File: src/rtl/sfx_scheduler_pkg.sv
// Shared types and constants for the sound-effect scheduler: FSM states, effect ids,
// note codes and effect lengths.
package sfx_pkg;

  localparam int NOTE_W = 5;
  localparam int STEP_W = 3;

  typedef logic [NOTE_W-1:0] note_t;
  typedef logic [STEP_W-1:0] step_t;

  typedef enum logic [1:0] {ST_IDLE, ST_PLAY, ST_TAIL, ST_SILENT} state_e;
  typedef enum logic [1:0] {SFX_NONE = 2'd0, SFX_DROP = 2'd1, SFX_CLEAR = 2'd2, SFX_OVER = 2'd3} sfx_id_e;

  // Low (L), mid (M) and high (H) octave scale degrees 1-7.
  localparam note_t NOTE_REST = 5'd0;
  localparam note_t NOTE_L1 = 5'd1,  NOTE_L2 = 5'd2,  NOTE_L3 = 5'd3,  NOTE_L4 = 5'd4;
  localparam note_t NOTE_L5 = 5'd5,  NOTE_L6 = 5'd6,  NOTE_L7 = 5'd7;
  localparam note_t NOTE_M1 = 5'd8,  NOTE_M2 = 5'd9,  NOTE_M3 = 5'd10, NOTE_M4 = 5'd11;
  localparam note_t NOTE_M5 = 5'd12, NOTE_M6 = 5'd13, NOTE_M7 = 5'd14;
  localparam note_t NOTE_H1 = 5'd15, NOTE_H2 = 5'd16, NOTE_H3 = 5'd17, NOTE_H4 = 5'd18;
  localparam note_t NOTE_H5 = 5'd19, NOTE_H6 = 5'd20, NOTE_H7 = 5'd21;

  localparam step_t LEN_DROP  = 3'd2;
  localparam step_t LEN_CLEAR = 3'd4;
  localparam step_t LEN_OVER  = 3'd6;

  // Highest set request bit wins: game over > line clear > drop.
  function automatic sfx_id_e sfx_pick(input logic [2:0] req);
    if (req[2])      return SFX_OVER;
    else if (req[1]) return SFX_CLEAR;
    else if (req[0]) return SFX_DROP;
    else             return SFX_NONE;
  endfunction

endpackage

File: src/rtl/sfx_scheduler_if.sv
// Tone-path sharing bus between the game/music side (master) and the scheduler (slave).
interface sfx_scheduler_if;
  import sfx_pkg::*;

  note_t      bgm_note;
  logic [2:0] sfx_req;
  logic       restart;
  logic       mute;
  note_t      note;
  logic       bgm_hold;
  logic       sfx_busy;
  logic [1:0] sfx_id;

  modport master (output bgm_note, sfx_req, restart, mute,
                  input  note, bgm_hold, sfx_busy, sfx_id);
  modport slave  (input  bgm_note, sfx_req, restart, mute,
                  output note, bgm_hold, sfx_busy, sfx_id);
endinterface

File: src/rtl/sfx_scheduler_rom.sv
// Effect note ROM: (id, step) -> note code plus a flag marking the effect's final step.
module sfx_rom
  import sfx_pkg::*;
(
  input  sfx_id_e id,
  input  step_t   step,
  output note_t   note,
  output logic    last
);
  localparam step_t LAST_DROP  = LEN_DROP  - 3'd1;
  localparam step_t LAST_CLEAR = LEN_CLEAR - 3'd1;
  localparam step_t LAST_OVER  = LEN_OVER  - 3'd1;

  always_comb begin
    note = NOTE_REST;
    last = 1'b0;
    case (id)
      SFX_DROP: begin
        last = (step == LAST_DROP);
        case (step)
          3'd0: note = NOTE_M5;
          3'd1: note = NOTE_L5;
          default: note = NOTE_REST;
        endcase
      end
      SFX_CLEAR: begin
        last = (step == LAST_CLEAR);
        case (step)
          3'd0: note = NOTE_H1;
          3'd1: note = NOTE_H3;
          3'd2: note = NOTE_H5;
          3'd3: note = NOTE_H7;
          default: note = NOTE_REST;
        endcase
      end
      SFX_OVER: begin
        last = (step == LAST_OVER);
        case (step)
          3'd0: note = NOTE_M6;
          3'd1: note = NOTE_M5;
          3'd2: note = NOTE_M4;
          3'd3: note = NOTE_M3;
          3'd4: note = NOTE_M2;
          3'd5: note = NOTE_M1;
          default: note = NOTE_REST;
        endcase
      end
      default: begin
        note = NOTE_REST;
        last = 1'b0;
      end
    endcase
  end
endmodule

File: src/rtl/sfx_scheduler.sv
// Shares the tone path between background music and sound effects; all outputs are
// registered from next-state values so a request shows its first note one cycle later.
module sfx_scheduler
  import sfx_pkg::*;
#(
  parameter int T_STEP = 2_500_000
)(
  input  logic             clk,
  input  logic             rst,
  sfx_scheduler_if.slave   bus
);
  localparam int TW = (T_STEP > 1) ? $clog2(T_STEP) : 1;
  localparam logic [TW-1:0] T_LAST = TW'(T_STEP - 1);

  state_e        state_q, state_n;
  sfx_id_e       id_q, id_n, req_id, out_id_q;
  step_t         step_q, step_n;
  logic [TW-1:0] tmr_q, tmr_n;
  note_t         note_q, play_note, unused_note;
  logic          hold_q, busy_q, cur_last, unused_last, step_end;

  assign req_id   = sfx_pick(bus.sfx_req);
  assign step_end = (tmr_q == T_LAST);

  // One ROM answers "is this the final step" for the current position, the other
  // supplies the note for the position being entered.
  sfx_rom u_rom_cur (.id(id_q), .step(step_q), .note(unused_note), .last(cur_last));
  sfx_rom u_rom_nxt (.id(id_n), .step(step_n), .note(play_note),   .last(unused_last));

  always_comb begin
    state_n = state_q;
    id_n    = id_q;
    step_n  = step_q;
    tmr_n   = tmr_q;
    case (state_q)
      ST_IDLE, ST_TAIL: begin
        if (req_id != SFX_NONE) begin
          state_n = ST_PLAY;
          id_n    = req_id;
          step_n  = '0;
          tmr_n   = '0;
        end else if (state_q == ST_TAIL) begin
          if (step_end) begin
            state_n = ST_IDLE;
            id_n    = SFX_NONE;
            tmr_n   = '0;
          end else begin
            tmr_n = tmr_q + 1'b1;
          end
        end
      end
      ST_PLAY: begin
        // Preemption beats a coincident last-step end; equal/lower requests are dropped.
        if (req_id > id_q) begin
          id_n   = req_id;
          step_n = '0;
          tmr_n  = '0;
        end else if (step_end) begin
          tmr_n = '0;
          if (cur_last) begin
            state_n = (id_q == SFX_OVER) ? ST_SILENT : ST_TAIL;
            step_n  = '0;
          end else begin
            step_n = step_q + 3'd1;
          end
        end else begin
          tmr_n = tmr_q + 1'b1;
        end
      end
      ST_SILENT: begin
        if (bus.restart) begin
          state_n = ST_IDLE;
          id_n    = SFX_NONE;
          tmr_n   = '0;
          step_n  = '0;
        end
      end
      default: state_n = ST_IDLE;
    endcase
  end

  always_ff @(posedge clk) begin
    if (rst) begin
      state_q  <= ST_IDLE;
      id_q     <= SFX_NONE;
      step_q   <= '0;
      tmr_q    <= '0;
      note_q   <= NOTE_REST;
      hold_q   <= 1'b0;
      busy_q   <= 1'b0;
      out_id_q <= SFX_NONE;
    end else begin
      state_q <= state_n;
      id_q    <= id_n;
      step_q  <= step_n;
      tmr_q   <= tmr_n;
      if (bus.mute)                note_q <= NOTE_REST;
      else if (state_n == ST_IDLE) note_q <= bus.bgm_note;
      else if (state_n == ST_PLAY) note_q <= play_note;
      else                         note_q <= NOTE_REST;
      hold_q   <= (state_n != ST_IDLE);
      busy_q   <= (state_n == ST_PLAY) || (state_n == ST_TAIL);
      out_id_q <= ((state_n == ST_PLAY) || (state_n == ST_TAIL)) ? id_n : SFX_NONE;
    end
  end

  assign bus.note     = note_q;
  assign bus.bgm_hold = hold_q;
  assign bus.sfx_busy = busy_q;
  assign bus.sfx_id   = out_id_q;
endmodule

File: src/flat_wrapper.sv
// flat-port wrapper written by rule: the top's interface ports become plain ports
module sfx_scheduler_flat import sfx_pkg::*;
#(
  parameter int T_STEP = 2_500_000
)
  (clk, rst, bus_bgm_note, bus_sfx_req, bus_restart, bus_mute, bus_note, bus_bgm_hold, bus_sfx_busy, bus_sfx_id);
  sfx_scheduler_if bus_i ();
  input  logic clk;
  input  logic rst;
  input wire logic [$bits(bus_i.bgm_note)-1:0] bus_bgm_note;
  input wire logic [$bits(bus_i.sfx_req)-1:0] bus_sfx_req;
  input wire logic [$bits(bus_i.restart)-1:0] bus_restart;
  input wire logic [$bits(bus_i.mute)-1:0] bus_mute;
  output wire logic [$bits(bus_i.note)-1:0] bus_note;
  output wire logic [$bits(bus_i.bgm_hold)-1:0] bus_bgm_hold;
  output wire logic [$bits(bus_i.sfx_busy)-1:0] bus_sfx_busy;
  output wire logic [$bits(bus_i.sfx_id)-1:0] bus_sfx_id;
  assign bus_i.bgm_note = bus_bgm_note;
  assign bus_i.sfx_req = bus_sfx_req;
  assign bus_i.restart = bus_restart;
  assign bus_i.mute = bus_mute;
  assign bus_note = bus_i.note;
  assign bus_bgm_hold = bus_i.bgm_hold;
  assign bus_sfx_busy = bus_i.sfx_busy;
  assign bus_sfx_id = bus_i.sfx_id;
  sfx_scheduler #(.T_STEP(T_STEP)) u_core (.clk(clk), .rst(rst), .bus(bus_i));
endmodule
File: config.mk
export PLATFORM = sky130hd
export DESIGN_NAME = sfx_scheduler_flat
export DESIGN_NICKNAME = d
export VERILOG_FILES = /design/src/rtl/sfx_scheduler_pkg.sv /design/src/rtl/sfx_scheduler_if.sv /design/src/rtl/sfx_scheduler_rom.sv /design/src/rtl/sfx_scheduler.sv /design/src/flat_wrapper.sv
export SDC_FILE = /design/constraint.sdc
export NUM_CORES = 1
export LEC_CHECK = 0
export CORE_ASPECT_RATIO = 2
export CORE_UTILIZATION = 57
export DETAILED_ROUTE_END_ITERATION = 8
export PLACE_DENSITY = 0.79
export SETUP_SLACK_MARGIN = 0.1
export SLEW_MARGIN = 40
export SYNTH_ARGS = -nofsm -noshare
export SYNTH_HDL_FRONTEND = slang
export SYNTH_SLANG_ARGS = --single-unit
File: constraint.sdc
create_clock -name clk -period 4.8 [get_ports clk]
set_input_delay 1.44 -clock clk [delete_from_list [all_inputs] [get_ports clk]]
set_output_delay 1.44 -clock clk [all_outputs]
set_load 0.03 [all_outputs]
# == Yosys cells after proc, flatten, opt, wreduce, memory -nomap -nowiden ==
# Cells that the tools add are included.
# W data, S select, Z words.
# classes
add_sub_neg,2
magnitude_cmp,1
eq_ne,22
mux,37
bitwise,1
n_reduce_logical,10
# ops
operator,count
$mux W22,5
$pmux W22 S3,1
$mux W2,14
$pmux W4 S6,1
$add A22 B1 Y22 const B,1
$eq A22 B22 Y1 const B,1
$pmux W5 S4,1
$mux W3,5
$pmux W5 S3,1
$eq A2 B2 Y1 const B,7
$pmux W2 S3,2
$mux W5,2
$eq A3 B2 Y1 const B,3
$eq A3 B3 Y1 const B,3
$pmux W3 S3,1
$eq A2 B1 Y1 const B,4
$pmux W4 S2,1
$eq A3 B1 Y1 const B,2
$reduce_or A2 Y1,3
$logic_not A2 Y1,2
$reduce_bool A2 Y1,2
$add A3 B1 Y3 const B,1
$logic_not A3 Y1,1
$ne A3 B1 Y1 const B,1
other kinds (7),8
# word_totals
regBits,38
in_bits,12
output_inout_bits,9
elab_cells,81

# == Logic depth before layout (Yosys ltp) ==
# Gate-level depths: netlist of the first run.
# logic_depth
word_depth,11
ltp_mapped,14
ltp_nobuf,14

# == Hierarchy ==
# A second synthesis of the first run with hierarchy kept.
# unflattened
hier_cells,276
hier_area_um2,2203.4
# by_module_without_submodules
mod,n_inst,cells_per_inst,area_each_um2,seq_area_each_um2
sfx_scheduler,1,226,1888.1,760.7
sfx_rom,2,25,157.7,0.0

# == Worst setup path after synthesis of the first run ==
# OpenSTA, ideal clock, no wires.
# synth_path
kind,in2reg
from,input port bus_sfx_req[1]
to,"register u_core.note_q[4], in the netlist u_core.bus.note[4]"
setup_ns,0.117
t_arrival_ns,3.767
required_time_ns,4.683
slack_ns,0.916
stages,13
n_path_buf,0
cell_sequence,or2_2 ha_1 and2b_1 o31ai_4 nand3_1 o21ai_0 a21oi_1 inv_1 ha_1 nor2b_1 nor3b_1 and3_2 a32o_1
# synth_via
elab_cells_between_ends,26
cone_classes,order compare (1); eq/ne (7); mux (15); reduce/logical (3)
# synth_rtl
item,line_no,source
from (decl),flat_wrapper.sv:11,input wire logic [$bits(bus_i.sfx_req)-1:0] bus_sfx_req;
$mux W2 *,sfx_scheduler_pkg.sv:30,else if (req[1]) return SFX_CLEAR;
$mux W2 *,sfx_scheduler_pkg.sv:29,if (req[2]) return SFX_OVER;
$gt A2 B2 Y1 or $reduce_bool A2 Y1 (tied branches),"sfx_scheduler.sv:54, sfx_scheduler.sv:37",
$mux W2 (on tied branches),"sfx_scheduler.sv:54, sfx_scheduler.sv:37",
$pmux W2 S3 *,sfx_scheduler.sv:35,case (state_q)
named net u_core.state_n[0],sfx_scheduler.sv:15,"state_e state_q, state_n;"
$eq A2 B1 Y1,sfx_scheduler.sv:99,else if (state_n == ST_PLAY) note_q <= play_note;
$mux W5,sfx_scheduler.sv:99,
$mux W5 *,sfx_scheduler.sv:98,else if (state_n == ST_IDLE) note_q <= bus.bgm_note;
to (signal assigned),sfx_scheduler.sv:98,
to (signal assigned),sfx_scheduler.sv:99,
to (decl),sfx_scheduler.sv:19,"note_t note_q, play_note, unused_note;"
# The timed path passes the listed nets; every way through them passes the cells marked *.
# A chain may end at the register's enable or synchronous reset.

# == Worst setup path in the final report of the first run ==
# layout_path
from,input port bus_sfx_req[1]
to,"register u_core.note_q[1], in the netlist u_core.bus.note[1]"
# Same word-level chain as after synthesis.

==> results of run 1 <==
-- area by class of cell --
class                   instances  area, µm²
fillers                       334       1120
well taps                      49       61.3
flip-flops and latches         38        761
clock buffers                   6       82.6
inverters                      10       37.5
repair buffers                 22        215
multi-input cells             204       1390
clock inverters                 2       12.5
-- critical path: stages --
cell	delay, ns
clkdlybuf4s50_1	0.47
or2_2	0.34
ha_1	0.32
and2b_1	0.21
o31ai_4	0.21
nand3_1	0.10
o21ai_0	0.16
a21oi_1	0.12
ha_1	0.23
nor2b_1	0.14
nor3b_1	0.15
and3_2	0.26
a32o_1	0.21
-- kinds of logic after synthesis --
family / share of synthesized area
AOI/OAI and AO/OA: 0.213
xor gates and xnor gates: 0.0592
adders and majority gates: 0.0394
buffers and inverters: 0.0316
DFF: 0.343
and+or+nand+nor: 0.314
-- path summary, 6_finish.rpt --
check                             endpoint  depth (start not counted)
min           u_core.tmr_q[1]$_SDFFE_PP0P_                          2
min reg2reg   u_core.tmr_q[1]$_SDFFE_PP0P_                          2
max reg2reg  u_core.bus.note[1]$_SDFF_PP0_                         12
max          u_core.bus.note[1]$_SDFF_PP0_                         13
-- registers in the layout, summed over array words and instances, names as in the netlist --
register / cells
u_core.bus.bgm_hold: 1
u_core.bus.note: 5
u_core.bus.sfx_busy: 1
u_core.bus.sfx_id: 2
u_core.id_q: 2
u_core.state_q: 2
u_core.step_q: 3
u_core.tmr_q: 22
-- cell usage after synthesis (3+ instances only) --
cell	n
o21ai_1	3
o21ai_0	12
a32o_1	3
nor2_1	41
a21oi_1	12
nor2b_1	5
and3_1	5
xor2_1	8
inv_1	10
dfxtp_1	38
a32oi_1	3
nand3_1	7
buf_2	5
nand2b_1	5
nor3_1	3
xnor2_1	7
ha_1	7
nand4_1	6
nand2_1	24
-- power by group --
part	internal, mW	leakage [nW]	total [mW]	switching [mW]
clock	0.115	0.0472	0.233	0.118
sequential	0.323	0.309	0.330	0.00683
combinational	0.0466	0.532	0.112	0.0651
total	0.485	0.889	0.675	0.190
-- routing by layer --
| layer | vias up | track usage | share of wire |
|---|---|---|---|
| li1 | 990 | - | - |
| met1 | 942 | 0.271 | 0.38 |
| met2 | 51 | 0.468 | 0.54 |
| met3 | 22 | 0.0600 | 0.026 |
| met4 | 0 | 0.152 | 0.050 |
| met5 | - | 0 | 0 |
-- per-stage QoR --
| step | hold WS [ns] | cell area (µm²) | util | cells |
|---|---|---|---|---|
| floorplan | 0.449 | 2220 | - | 259 |
| global placement | 0.466 | 2460 | 0.669 | 323 |
| detailed placement | 0.473 | 2460 | 0.669 | 323 |
| CTS | 0.485 | 2560 | 0.695 | 331 |
| global route | 0.519 | 2560 | 0.695 | 331 |
| finish | 0.481 | 2560 | 0.695 | 331 |
==> flow_summary.json, run 1 <==
{
  "place_hpwl_mm": 3.91,
  "dieArea_um2": 4160,
  "start_util": 0.603,
  "core_um2": 3680,
  "antenna_found_initial": 0,
  "tightestPinTransition_ns": 0.712,
  "clockBufferDepth": 2,
  "synth_top_area_share": 0.343,
  "power.density_nw_per_um2": 264,
  "drv_slew": 0,
  "final_common_cell": "nor2_1",
  "tns_ns": 0,
  "track_usage": 0.270,
  "drive_above_1_share": 0.117,
  "dp_slack_ns": 0.350,
  "die_y_um": 90.3,
  "r2r_start": "u_core.id_q[1]$_SDFF_PP0_",
  "area_delta_synth_final_pct": 15.3,
  "syn_avg_cell_area_um2": 8.57,
  "clock_latency_ns": 0.30,
  "syn_nets": 278,
  "routed_wl_mm": 5.04,
  "grt_pass1_vias": 1996,
  "worstPathRequired_ns": 4.99,
  "port_buffers": 20,
  "fin_crit_sh": 0.867,
  "synth_area_leaders": "dfxtp_1 34%, nor2_1 6.9%, nand2_1 4.1%",
  "ios": 21,
  "status": "finished clean",
  "cts-buffers-inserted": 5,
  "finalPower_uw": 675,
  "htree_levels": 2,
  "p_leak_nw": 0.889,
  "cts_tree": "done",
  "synth_area_um2": 2220,
  "ir_drop_v": 0.000212,
  "r2r_slack_ns": 2.03,
  "relSlewSlack": 0.524,
  "seq_area_frac_synth": 0.343,
  "hold_violations": 0,
  "skew_ns": 0.00971,
  "syn-instance-count": 259,
  "rsz0062_at_grt": "no",
  "viasPerCell": 6.06,
  "initialDrtViolationCount": 50,
  "cp-start-kind": "primary input",
  "dr_total_vias": 2005,
  "grt_max_degree": 20,
  "yosys_warnings": 0,
  "synth_async_sr_flop_share": 0,
  "grt_overflow": 0,
  "grt_pass1_wl_mm": 8.42,
  "crit_fanout": 5,
  "synth-seq-cells": 38,
  "cts_resized": 0,
  "finalCriticalPeriod_ns": 4.16,
  "drc": 0,
  "hp-start": "u_core.tmr_q[1]$_SDFFE_PP0P_",
  "synth_top_cell_by_area": "dfxtp_1",
  "cts_root_buf": "clkbuf_8",
  "cts_sinks": 38,
  "end_kind": "flip-flop",
  "arrival_ns": 4.35,
  "nets": 300,
  "clk_pin_slew_ns": 0.07,
  "ant_nets": 0,
  "postCtsHoldBufs": 0,
  "insertedDiodeCount": 0,
  "criticalPathCategory": "primary input to flip-flop",
  "place_congestion": 0.966,
  "mostFrequentLayoutCells": "41 x nor2_1, 38 x dfxtp_1, 24 x nand2_1",
  "drv_cap": 0,
  "yosys.cell_types.count": 62,
  "die_w_um": 46.1,
  "wire_per_inst_um": 15.2,
  "drt-pass1-iter-count": 4,
  "synth_edf_count": 0,
  "synthFlopType": "dfxtp_1",
  "setup_viol": 0,
  "postCtsSetupBuffers": 0,
  "num_rows": 31,
  "hold_class": "flip-flop to flip-flop",
  "fmax_ghz": 0.240,
  "fin_ws_ns": 0.637,
  "crit_start": "bus_sfx_req[1]"
}
Note: power is estimated with default switching activity, not from simulation.
==> inputs of run 2 (changes only) <==
CAP_MARGIN = 20   (was unset)
==> results of run 2 <==
The final DEF is identical to that of run 1; final timing and power are the same.
==> inputs of run 3 (changes only) <==
CAP_MARGIN = 5   (was 20)
CTS_CLUSTER_DIAMETER = 150   (was unset)
==> results of run 3 <==
The final DEF is identical to that of run 1; final timing and power are the same.
